### src/rtl/pipe_field.sv
`default_nettype none
// +----------------------------------------------------------------------------+
// | pipe_field : scrolling pipe obstacle field with LFSR gaps, bird collision   |
// |              detection and saturating pass score                           |
// | Revision   : 1.0                                                           |
// +----------------------------------------------------------------------------+
module pipe_field #(
  parameter int          ROWS     = 8,
  parameter int          COLS     = 8,
  parameter int          GAP      = 3,
  parameter int          SPACING  = 4,
  parameter int          BIRD_COL = COLS - 2,
  parameter logic [7:0]  SEED     = 8'hA5,
  parameter int          SCORE_W  = 8
) (
  input  logic                       clk,
  input  logic                       reset,
  input  logic                       restart,
  input  logic                       pause,
  input  logic                       step,
  input  logic [$clog2(ROWS)-1:0]    bird_row,
  output logic [ROWS-1:0][COLS-1:0]  field,
  output logic                       collision,
  output logic                       pipe_passed,
  output logic [SCORE_W-1:0]         score
);

  localparam int                SP_W      = (SPACING > 1) ? $clog2(SPACING) : 1;
  localparam int                NGAP      = ROWS - GAP + 1;
  localparam logic [SP_W-1:0]   SP_LAST   = SP_W'(SPACING - 1);
  localparam logic [SCORE_W-1:0] SCORE_MAX = '1;

  logic [ROWS-1:0][COLS-1:0] field_q, field_d;
  logic [COLS-1:0]           tag_q, tag_d;
  logic [SP_W-1:0]           sp_q, sp_d;
  logic [7:0]                lfsr_q, lfsr_d;
  logic                      coll_q, coll_d;
  logic                      pass_q, pass_d;
  logic [SCORE_W-1:0]        score_q, score_d;

  logic                      hit_now;
  logic                      accept;
  logic [ROWS-1:0]           new_col;
  logic [31:0]               gap_base;

  always_comb begin
    hit_now = 1'b0;
    if (32'(bird_row) < 32'(ROWS)) hit_now = field_q[bird_row][BIRD_COL];
  end

  // A hit freezes the field in the very cycle it is seen, before collision registers.
  assign accept = step & ~pause & ~(coll_q | hit_now);

  always_comb begin
    gap_base = 32'(lfsr_q) % 32'(NGAP);
    new_col  = '0;
    if (sp_q == '0) begin
      for (int r = 0; r < ROWS; r++) begin
        new_col[r] = !((32'(r) >= gap_base) && (32'(r) < gap_base + 32'(GAP)));
      end
    end
  end

  always_comb begin
    field_d = field_q;
    tag_d   = tag_q;
    sp_d    = sp_q;
    lfsr_d  = lfsr_q;
    coll_d  = coll_q | hit_now;
    pass_d  = 1'b0;
    score_d = score_q;
    if (accept) begin
      for (int r = 0; r < ROWS; r++) begin
        field_d[r] = {field_q[r][COLS-2:0], new_col[r]};
      end
      tag_d  = {tag_q[COLS-2:0], (sp_q == '0)};
      sp_d   = (sp_q == SP_LAST) ? '0 : sp_q + SP_W'(1);
      lfsr_d = {lfsr_q[6:0], lfsr_q[7] ^ lfsr_q[5] ^ lfsr_q[4] ^ lfsr_q[3]};
      pass_d = tag_q[BIRD_COL];
      if (tag_q[BIRD_COL] && (score_q != SCORE_MAX)) score_d = score_q + SCORE_W'(1);
    end
  end

  always_ff @(posedge clk) begin
    if (reset) begin
      field_q <= '0;
      tag_q   <= '0;
      sp_q    <= '0;
      lfsr_q  <= SEED;
      coll_q  <= 1'b0;
      pass_q  <= 1'b0;
      score_q <= '0;
    end else if (restart) begin
      // LFSR deliberately keeps running so each new game gets fresh gaps.
      field_q <= '0;
      tag_q   <= '0;
      sp_q    <= '0;
      coll_q  <= 1'b0;
      pass_q  <= 1'b0;
      score_q <= '0;
    end else begin
      field_q <= field_d;
      tag_q   <= tag_d;
      sp_q    <= sp_d;
      lfsr_q  <= lfsr_d;
      coll_q  <= coll_d;
      pass_q  <= pass_d;
      score_q <= score_d;
    end
  end

  assign field       = field_q;
  assign collision   = coll_q;
  assign pipe_passed = pass_q;
  assign score       = score_q;

endmodule
`default_nettype wire

### config.mk
export PLATFORM = sky130hd
export DESIGN_NAME = pipe_field
export DESIGN_NICKNAME = d
export VERILOG_FILES = /design/src/rtl/pipe_field.sv
export SDC_FILE = /design/constraint.sdc
export NUM_CORES = 1
export LEC_CHECK = 0
export ABC_AREA = 1
export CORE_MARGIN = 4
export CORE_UTILIZATION = 45
export CTS_BUF_LIST = sky130_fd_sc_hd__clkbuf_16
export DETAILED_ROUTE_END_ITERATION = 16
export PLACE_DENSITY = 0.75
export SLEW_MARGIN = 20
export SYNTH_ARGS = -nofsm -noshare
export SYNTH_HDL_FRONTEND = slang
export SYNTH_SLANG_ARGS = --single-unit
### constraint.sdc
create_clock -name clk -period 3.1 [get_ports clk]
set_clock_uncertainty 0.15 [all_clocks]
set_input_delay 0.775 -clock clk [delete_from_list [all_inputs] [get_ports clk]]
set_output_delay 0.775 -clock clk [all_outputs]
set_load 0.01 [all_outputs]
### Word-level counts from Yosys, hierarchy flattened

Cells that the tools add are included.

* register bits: 91
* output and inout port bits: 74

* divide/modulo/power cells: 1
* $lt $le $gt $ge: 17
* equality and inequality tests: 2
* add/subtract/negate cells: 3
* bitwise gates (word level): 10
* muxes and demuxes: 4
* reductions and logical operators: 22

Operators with widths (count)
* greater-or-equal comparator 3 x 32 -> 1 bit (first input constant): 4
* < comparator 3 x 32 -> 1 bit (first input constant): 4
* greater-or-equal comparator 1 x 32 -> 1 bit (first input constant): 2
* greater-or-equal comparator 2 x 32 -> 1 bit (first input constant): 2
* < comparator 1 x 32 -> 1 bit (first input constant): 2
* < comparator 2 x 32 -> 1 bit (first input constant): 2
* adder 32 x 2 -> 32 bit (second input constant): 1
* remainder unit 8 x 3 -> 32 bit (second input constant): 1
* binary-select mux 8 bit (select 3 bit): 1
* logical AND 1 bit: 9
* adder 8 x 1 -> 8 bit (second input constant): 1
* logical NOT 1 bit: 8
* two-way mux 8 bit: 1
* inequality test 8 bit (second input constant): 1
* two-way mux 7 bit: 1
* < comparator 3 x 4 -> 1 bit (second input constant): 1
* inverter 1 bit: 4
* AND reduction 2 bit: 2
* OR reduction 3 bit: 1
* XOR 1 bit: 3
* adder 2 x 1 -> 2 bit (second input constant): 1
* bitwise AND 1 bit: 2
* == test 2 bit (second input constant): 1
* logical NOT 2 bit: 1
* other kinds (3): 3

### Longest topological paths before layout

* word-level depth: 7
* gate-level depth with buffers: 35
* mapped depth without buffers: 33

### Worst setup path before layout

OpenSTA, ideal clock, no wires.

* kind: register to register
* start: register lfsr_q[6]
* end: register field_q, in the netlist field[40]
* slack: -0.053 ns
* cell stages (with the launch flop): 35
* buffers on the path: 2
* data arrival time: 2.872 ns
* cells stage by stage: dfxtp_1 -> buf_4 -> clkbuf_1 -> ha_1 -> inv_1 -> nand2_1 -> nand2_1 -> nand2_1 -> nand3_2 -> nand2_2 -> inv_2 -> nand3_1 -> nand2_2 -> nand2_1 -> nand2_1 -> nand2_1 -> inv_1 -> nand2_1 -> nand2_2 -> clkinv_2 -> nand3_2 -> nand2_1 -> nand2_1 -> inv_1 -> ha_1 -> inv_1 -> nand3_1 -> o21ai_0 -> nand2_1 -> nand2_2 -> nor2_4 -> nand2_2 -> nand2_1 -> nand2_1 -> a21oi_2

* cells in the longest elaborated chain, start to end: 6
* elaborated cells between the ends (all ways): 7
* those cells by class: add/sub: 1; div: 1; order compare: 2; mux: 1; reduce/logical: 2

Ends and longest elaborated chain
* start: declaration: RTL line 36 `logic [7:0] lfsr_q, lfsr_d;`
* start signal: assignment: RTL line 105 `lfsr_q <= lfsr_d;`
* remainder unit 8 x 3 -> 32 bit (*): RTL line 55 `gap_base = 32'(lfsr_q) % 32'(NGAP);`
* adder 32 x 2 -> 32 bit: RTL line 59 `new_col[r] = !((32'(r) >= gap_base) && (32'(r) < gap_base + 32'(GAP)));`
* < comparator 3 x 32 -> 1 bit: RTL line 59
* logical AND 1 bit (*): RTL line 59
* logical NOT 1 bit (*): RTL line 59
* two-way mux 8 bit (*): RTL line 57 `if (sp_q == '0) begin`
* end signal: assignment: RTL line 102 `field_q <= field_d;`
* end: declaration: RTL line 33 `logic [ROWS-1:0][COLS-1:0] field_q, field_d;`

Every way passes the cells marked *; elsewhere a longest branch is shown, timed or not.
A chain may end at the register's enable or synchronous reset.

### Final worst setup path

Same ends and word-level chain as after synthesis.

==> flow_metrics.py <==
metrics = {
    "die": {
        "floorplan.rows": 33,
        "floorplan.core_area_sq_um": 8340,
        "start_util": 0.470,
        "floorplan.die.width_um": 101,
        "design.die.area_sq_um": 10300,
        "io-pin-count": 82,
        "die_height_um": 101,
    },
    "detailed_routing": {
        "detailroute.wirelength.met3_um": 439,
        "drt-initial-drc-count": 206,
        "finalWirelength_um": 10200,
        "post-route-drc-count": 0,
        "dr.max_layer_used": "met4",
        "vias_per_cell": 5.15,
        "route.vias.total": 3734,
        "met2_length_um": 5190,
        "remaining_antenna_violation_count": 0,
        "drt_pre_antenna_iters": 4,
        "routedWlPerCell_um": 14.0,
        "route.layer.met1.wl_um": 4260,
    },
    "timing": {
        "grt_setup_unrepaired": "yes",
        "final.hold.worst_slack_ns": 0.326,
        "clock.fmax_mhz": 307,
        "final_period_minus_worst_setup_slack_ns": 3.26,
        "setup_violations_final": 8,
        "postLayoutSetupSlackWorst_ns": -0.158,
        "timing.slew.headroom": 0.659,
        "worst-slew-pin-transition_ns": 0.511,
        "endpoints_failing_hold": 0,
        "min_period_over_period": 1.05,
        "timing_max_transition_violations_final": 0,
    },
    "placed_design": {
        "globalplace.congestion": 0.875,
        "placed_cell_area_sq_um": 4900,
        "post-place-cells": 700,
        "detailedPlacementHpwl_um": 6590,
        "place_worst_setup_slack_ns": -0.119,
        "numPortBuffers": 81,
    },
    "global_route": {
        "grt_overflow": 0,
        "grt_first_pass_wirelength_um": 16300,
        "vias_in_the_first_global_route": 3555,
        "pin_count_of_the_biggest_net_entering_global_routing": 58,
        "grt_use_total": 0.195,
        "grt_antenna_before_repair": 0,
    },
    "finish": {
        "instances_no_fill": 725,
        "layout.nets": 629,
        "post-route-cell-area_sq_um": 5420,
        "share_of_layout_cells_above_drive_strength_1": 0.174,
        "number_of_diodes": 0,
        "area.growth.synth_to_final_pct": 38.4,
    },
    "pwr": {
        "cellLeakagePower_nw": 2.06,
        "vdd_drop_max_uv": 314,
        "cellPowerDensity_nw_per_um2": 556,
    },
    "logic_synthesis": {
        "synth_fp_nets": 538,
        "ys_seq_area_frac": 0.465,
        "synthesis.instances": 525,
        "synth_cell_area_sq_um": 3920,
        "ys_warn_count": 0,
        "synthesis.area_per_instance_sq_um": 7.46,
        "ys_seq_elements": 91,
        "ys_types": 35,
    },
    "clock_network": {
        "tritoncts": "built",
        "num_cts_buffers": 9,
        "cts.sink_count": 91,
        "clock-root-buffer": "clkbuf_16",
        "clk_pin_slew_worst_paths_ns": 0.06,
        "cts.htree.levels": 3,
        "clock_path_buffers": 2,
        "worst_skew_pair.late_latency_ns": 0.33,
        "hold_buffers": 0,
    },
    "outcome": {
        "failing_checks": "setup timing",
        "run_status": "finished, violations left",
    },
    "worst_setup_path": {
        "timing.critical_path.buf_inv": 5,
        "cpMaxStageDelayCell": "dfxtp_2",
        "critical_path.top_delay_family": "simple AND/OR/NAND/NOR gates",
        "startpoint_types": "flip-flop",
        "cp_data_required_time_ns": 3.15,
        "arrival_ns": 3.31,
        "critPathKind": "reg -> reg",
        "end_kind": "flip-flop",
        "timing.critical_path.fanout_max": 5,
        "timing.critical_path.mode_cell": "nand2_2",
        "cp_slowest_stage_delay_ns": 0.34,
    },
    "job": {
        "maxCapViolCount": 0,
    },
    "worst_hold_path": {
        "worstHoldPathType": "reg -> reg",
    },
}
## flip-flops by register name, indices dropped and copies added (netlist names)
name         count
collision        1
sp_q             2
pipe_passed      1
field           64
tag_q            7
lfsr_q           8
score            8
## cells in the final DEF, fill, tap and decap left out, types with 2 or more instances in the layout
cell / Yosys / routed
buf_4: 1 / 21
o21ai_0: 77 / 74
nand2_1: 57 / 46
nand2_2: 10 / 18
buf_12: 0 / 2
inv_2: 6 / 10
clkinvlp_4: 0 / 3
nor2_1: 127 / 125
clkbuf_16: 0 / 9
a21oi_2: 1 / 2
nor2_4: 1 / 3
ha_4: 0 / 2
xnor2_1: 2 / 2
nand2_4: 2 / 5
o211ai_1: 6 / 6
nand4_2: 2 / 2
buf_6: 1 / 2
inv_1: 34 / 29
dfxtp_2: 0 / 2
a21oi_1: 28 / 27
nand3_2: 7 / 10
nand3_4: 3 / 6
clkinv_1: 1 / 2
clkdlybuf4s50_1: 0 / 81
xor2_1: 2 / 2
nor3_1: 2 / 2
o21ai_2: 1 / 3
nand4_1: 5 / 5
ha_1: 5 / 3
dfxtp_1: 91 / 89
o21a_1: 2 / 2
clkinv_4: 1 / 2
nand3_1: 20 / 14
## power breakdown
group / internal [W] / leakage (nW) / switching [W]
combinational: 0.000291 / 1.19 / 0.000414
sequential: 0.00121 / 0.738 / 0.0000338
clock: 0.000620 / 0.132 / 0.000447
## cell type report
cell class | instances | area (sq um)
Clock buffer | 9 | 225
Clock inverter | 6 | 65.1
Fill cell | 701 | 2920
Inverter | 43 | 174
Multi-Input combinational cell | 365 | 1970
Sequential cell | 91 | 1820
Tap cell | 105 | 131
Timing Repair Buffer | 106 | 1030
## cells in the mapped netlist (all sizes together)
master,number,area share
nand2,69,0.076
or2,1,0.0016
xor2,2,0.0045
a21oi,29,0.038
o211ai,6,0.011
a311oi,1,0.0022
nor4,1,0.0032
clkbuf,17,0.016
clkinv,3,0.0045
xnor2,2,0.0045
nand4,7,0.014
nand3,30,0.057
ha,5,0.016
nor2,128,0.12
dfxtp,91,0.47
o21a,2,0.0038
nor3,2,0.0026
a221oi,1,0.0022
a31oi,1,0.0016
inv,40,0.038
buf,9,0.011
o21ai,78,0.10
## path summary, 6_finish.rpt
kind | startpoint | end | slack, ns | depth (start not counted)
min | sp_q[1]$_SDFFE_PP0P_ | sp_q[1]$_SDFFE_PP0P_ | 0.33 | 2
max reg2reg | lfsr_q[6]$_SDFFE_PP0P_ | field[40]$_SDFFE_PP0P_ | -0.16 | 29
max | lfsr_q[6]$_SDFFE_PP0P_ | field[40]$_SDFFE_PP0P_ | -0.16 | 29
min reg2reg | sp_q[1]$_SDFFE_PP0P_ | sp_q[1]$_SDFFE_PP0P_ | 0.33 | 2
## tightest hold or removal path, stage by stage (launching register included)
cell and delay (ns):
dfxtp_1 0.31, inv_1 0.07, a21oi_1 0.05
## kinds of logic (layout without fill, tap and decap cells)
kind of cell    Yosys count  after routing  synth area share
simple gates            238            238             0.279
fa+ha+maj                 5              5            0.0160
compound gates          118            118             0.160
buf+inv                  69            164            0.0706
flops                    91             91             0.465
xor+xnor                  4              4           0.00894
## stage by stage
| stage | setup TNS [ns] | util | power, W |
|---|---|---|---|
| floorplan | 0 | - | 0.00165 |
| finish | -0.789 | 0.650 | 0.00301 |
| global placement | 0 | 0.588 | 0.00179 |
| detailed placement | -1.35 | 0.588 | 0.00180 |
| global route | -2.48 | 0.650 | 0.00315 |
| CTS | 0 | 0.632 | 0.00291 |
## per-layer routing
layer	vias to the layer above	global-route usage
met1	1725	0.232
met3	27	0.0365
li1	1897	-
met4	0	0.0828
met2	85	0.344
met5	-	0
## what timing repair did
action / CTS / global route
setup endpoints to repair: 8 / 9
gates resized for setup: 11 / 32
pin swaps: 8 / 25
setup buffers: 5 / 5
Power figures use the tool's default switching activity.
==> edit: new RTL, config.mk and constraints unchanged <==
Add an input register stage for `restart`, `pause`, `step` and `bird_row`; this delays them by one clock.
--- a/src/rtl/pipe_field.sv
+++ b/src/rtl/pipe_field.sv
@@ -30,6 +30,18 @@
   localparam logic [SP_W-1:0]   SP_LAST   = SP_W'(SPACING - 1);
   localparam logic [SCORE_W-1:0] SCORE_MAX = '1;
 
+  logic restart_q;
+  logic pause_q;
+  logic step_q;
+  logic [$clog2(ROWS)-1:0] bird_row_q;
+
+  always_ff @(posedge clk) begin
+    restart_q  <= restart;
+    pause_q    <= pause;
+    step_q     <= step;
+    bird_row_q <= bird_row;
+  end
+
   logic [ROWS-1:0][COLS-1:0] field_q, field_d;
   logic [COLS-1:0]           tag_q, tag_d;
   logic [SP_W-1:0]           sp_q, sp_d;
@@ -45,11 +57,11 @@
 
   always_comb begin
     hit_now = 1'b0;
-    if (32'(bird_row) < 32'(ROWS)) hit_now = field_q[bird_row][BIRD_COL];
+    if (32'(bird_row_q) < 32'(ROWS)) hit_now = field_q[bird_row_q][BIRD_COL];
   end
 
   // A hit freezes the field in the very cycle it is seen, before collision registers.
-  assign accept = step & ~pause & ~(coll_q | hit_now);
+  assign accept = step_q & ~pause_q & ~(coll_q | hit_now);
 
   always_comb begin
     gap_base = 32'(lfsr_q) % 32'(NGAP);
@@ -90,7 +102,7 @@
       coll_q  <= 1'b0;
       pass_q  <= 1'b0;
       score_q <= '0;
-    end else if (restart) begin
+    end else if (restart_q) begin
       // LFSR deliberately keeps running so each new game gets fresh gaps.
       field_q <= '0;
       tag_q   <= '0;
Check against the original RTL: not equivalent (a bounded check fails within 4 cycles, from zero or initial values and one cycle with reset high).
==> edit against the original RTL <==
The run still ends with negative setup slack left. Via count is 8.1% higher. Count of clock-buffer cells in the layout is the same. Total power is 6.9% higher. Combinational power rose by 16%. Synthesized area rose by 3.9%. Final area up 6.3%. Setup slack lost 0.080 ns. Worst hold slack got worse by 0.0030 ns. Global-route usage rose by 0.20 points. Sequential cell count is 6 higher. Final cell count is 5.4% higher. Wire length rose by 7.9%.
==> edit: results (changes against the original RTL) <==
[logic_synthesis]
syn_nets = 570  ; was 538
synthAdderAreaFrac_pct = 1.537  ; was 1.597%
synth.distinct_cells = 33  ; was 35
synth_compound_area_share_pct = 14.51  ; was 16.00%
ys_async_sr_fraction_pct = 0  ; unchanged
yosysSeqAreaShare_pct = 47.71  ; was 46.50%
postSynthAreaPerCell_um2 = 7.307  ; was 7.462 um^2
synthXorXnorAreaFrac_pct = 0.6456  ; was 0.8943%
ys_top_cells_by_area = dfxtp_1 (48%), nor2_1 (13%), o21ai_0 (9.2%)  ; was dfxtp_1 (47%), nor2_1 (12%), o21ai_0 (9.8%)
synth_top_cells_by_count = nor2_1 (136), dfxtp_1 (97), o21ai_0 (75)  ; was nor2_1 (127), dfxtp_1 (91), o21ai_0 (77)

[grt]
grt_pass1_wl_um = 16690  ; was 16350 um
grt_usage_pct = 19.75  ; was 19.55%
grt_pass1_vias = 3609  ; was 3555
grt_start_max_net_pins = 80  ; was 58

[timing]
worstMarginPinSlew_ns = 0.5214  ; was 0.5113 ns
hold_slack_ns = 0.3232  ; was 0.3262 ns
setup_viol = 8  ; unchanged
layout_setup_ws_ns = -0.2371  ; was -0.1576 ns

[worst_setup_path]
reg2regPathDepth = 24  ; was 29
r2r_start = lfsr_q[6]  ; unchanged
cp_top_family = simple AND/OR/NAND/NOR gates  ; unchanged
ff2ff_setup_slack_ns = -0.24  ; was -0.16 ns
slowest_stage = dfxtp_4  ; was dfxtp_2
arrival_ns = 3.46  ; was 3.31 ns
slowest_delay_ns = 0.36  ; was 0.34 ns
critPathMaxFanout = 12  ; was 5

[placed_design]
hpwl_um = 6895  ; was 6593 um
dp.cells = 738  ; was 700
gp_congestion = 0.7906  ; was 0.8748
placed_cell_area_mm2 = 0.005112  ; was 0.004903 mm^2
portBuffers = 81  ; unchanged
place_ws_ns = -0.2091  ; was -0.1187 ns

[clocking]
path_clk_slew_ns = 0.08  ; was 0.06 ns
cts-root-buf = clkbuf_16  ; unchanged
htreeDepth = 3  ; unchanged
cts_buffers = 9  ; unchanged
clk_latency_ns = 0.35  ; was 0.33 ns

[hold_path]
min_to = tag_q[0]  ; was sp_q[1]
hp-start = tag_q[0]  ; was sp_q[1]
hp-class = reg2reg  ; unchanged

[final_layout]
final_nets = 664  ; was 629
area_delta_synth_final_pct = 41.56  ; was 38.42%
drive_gt1_share_pct = 20.43  ; was 17.42%
nFillCells = 696  ; was 701

[drt]
first_pass_iters = 4  ; unchanged
post_drt_wl_per_cell_um = 14.38  ; was 14.05 um
viasPerCell = 5.283  ; was 5.150
wirelength_um = 10990  ; was 10180 um
drt_iter0_markers = 200  ; was 206

[outcome]
violations = negative setup slack  ; unchanged
status = complete, but fails checks  ; unchanged

[power]
irDropWorstVdd_mv = 0.3435  ; was 0.3138 mV
p_leak_nw = 2.230  ; was 2.056 nW

[floorplanning]
rows = 34  ; was 33

## edit: cell count changes after synthesis, moves of 6 or more
cell and delta:
nand2_1 +10, dfxtp_1 +6, buf_1 -7, clkbuf_1 +7, inv_1 +8, nor2_1 +9
## edit: worst max path at each step
| stage | depth (start not counted) | slack (ns) | from | endpoint |
|---|---|---|---|---|
| 2_1_floorplan | 30 | 0.003 | lfsr_q[6] | field[40] |
| 3_5_place_dp | 30 | -0.21 | lfsr_q[6] | field[32] |
| 5_1_grt | 24 | -0.41 | lfsr_q[6] | field[40] |
| 3_3_place_gp | 28 | 0.004 | lfsr_q[6] | field[48] |
| 6_report | 24 | -0.24 | lfsr_q[6] | field[40] |
| 4_1_cts | 29 | -0.08 | lfsr_q[6] | field[32] |
## edit: cells by family after synthesis
group,count (synthesis)
AND/OR/NAND/NOR,264
buffers and inverters,76
flip-flops,97
adder cells (fa/ha/maj),5
XOR/XNOR,3
AO/OA/AOI/OAI,112
## edit: power by group
group	total, mW	switching (mW)	internal (mW)
combinational	0.819	0.492	0.327
sequential	1.32	0.0368	1.29
clock	1.08	0.518	0.560
total	3.22	1.05	2.17
## edit: per-layer routing
| layer | routed length [um] | track usage, % | vias to the layer above | share of wire (%) |
|---|---|---|---|---|
| met3 | 624 | 4.330 | 25 | 5.7 |
| met4 | 255 | 7.769 | 0 | 2.3 |
| met2 | 5221 | 32.22 | 136 | 48 |
| met5 | 0 | 0 | - | 0 |
| li1 | - | - | 1992 | - |
| met1 | 4885 | 25.48 | 1883 | 44 |
## edit: what timing repair did
item / CTS / global route
setup buffers: 6 / 4
setup endpoints to repair: 8 / 9
pin swaps: 19 / 27
hold buffers: 0 / 0
gates resized for setup: 27 / 45
## edit: final cells by class
type	instances	area share [%]
clock buffers	9	3.909
clock inverters	7	1.107
inverters	51	3.540
multi-input cells	384	37.37
flip-flops and latches	97	33.79
well taps	108	2.345
repair buffers	108	17.94
## edit: worst min-delay path, delay by kind of cell, from the launching register on
kind | cells | cell delay [ns]
flops | 1 | 0.31
simple gates | 1 | 0.06
compound gates | 1 | 0.06
## edit: per-stage QoR
step,power (mW),TNS (ns)
floorplan,1.744,0
global placement,1.898,0
detailed placement,1.917,-1.375
CTS,3.046,-0.3476
global route,3.359,-2.798
finish,3.220,-1.429
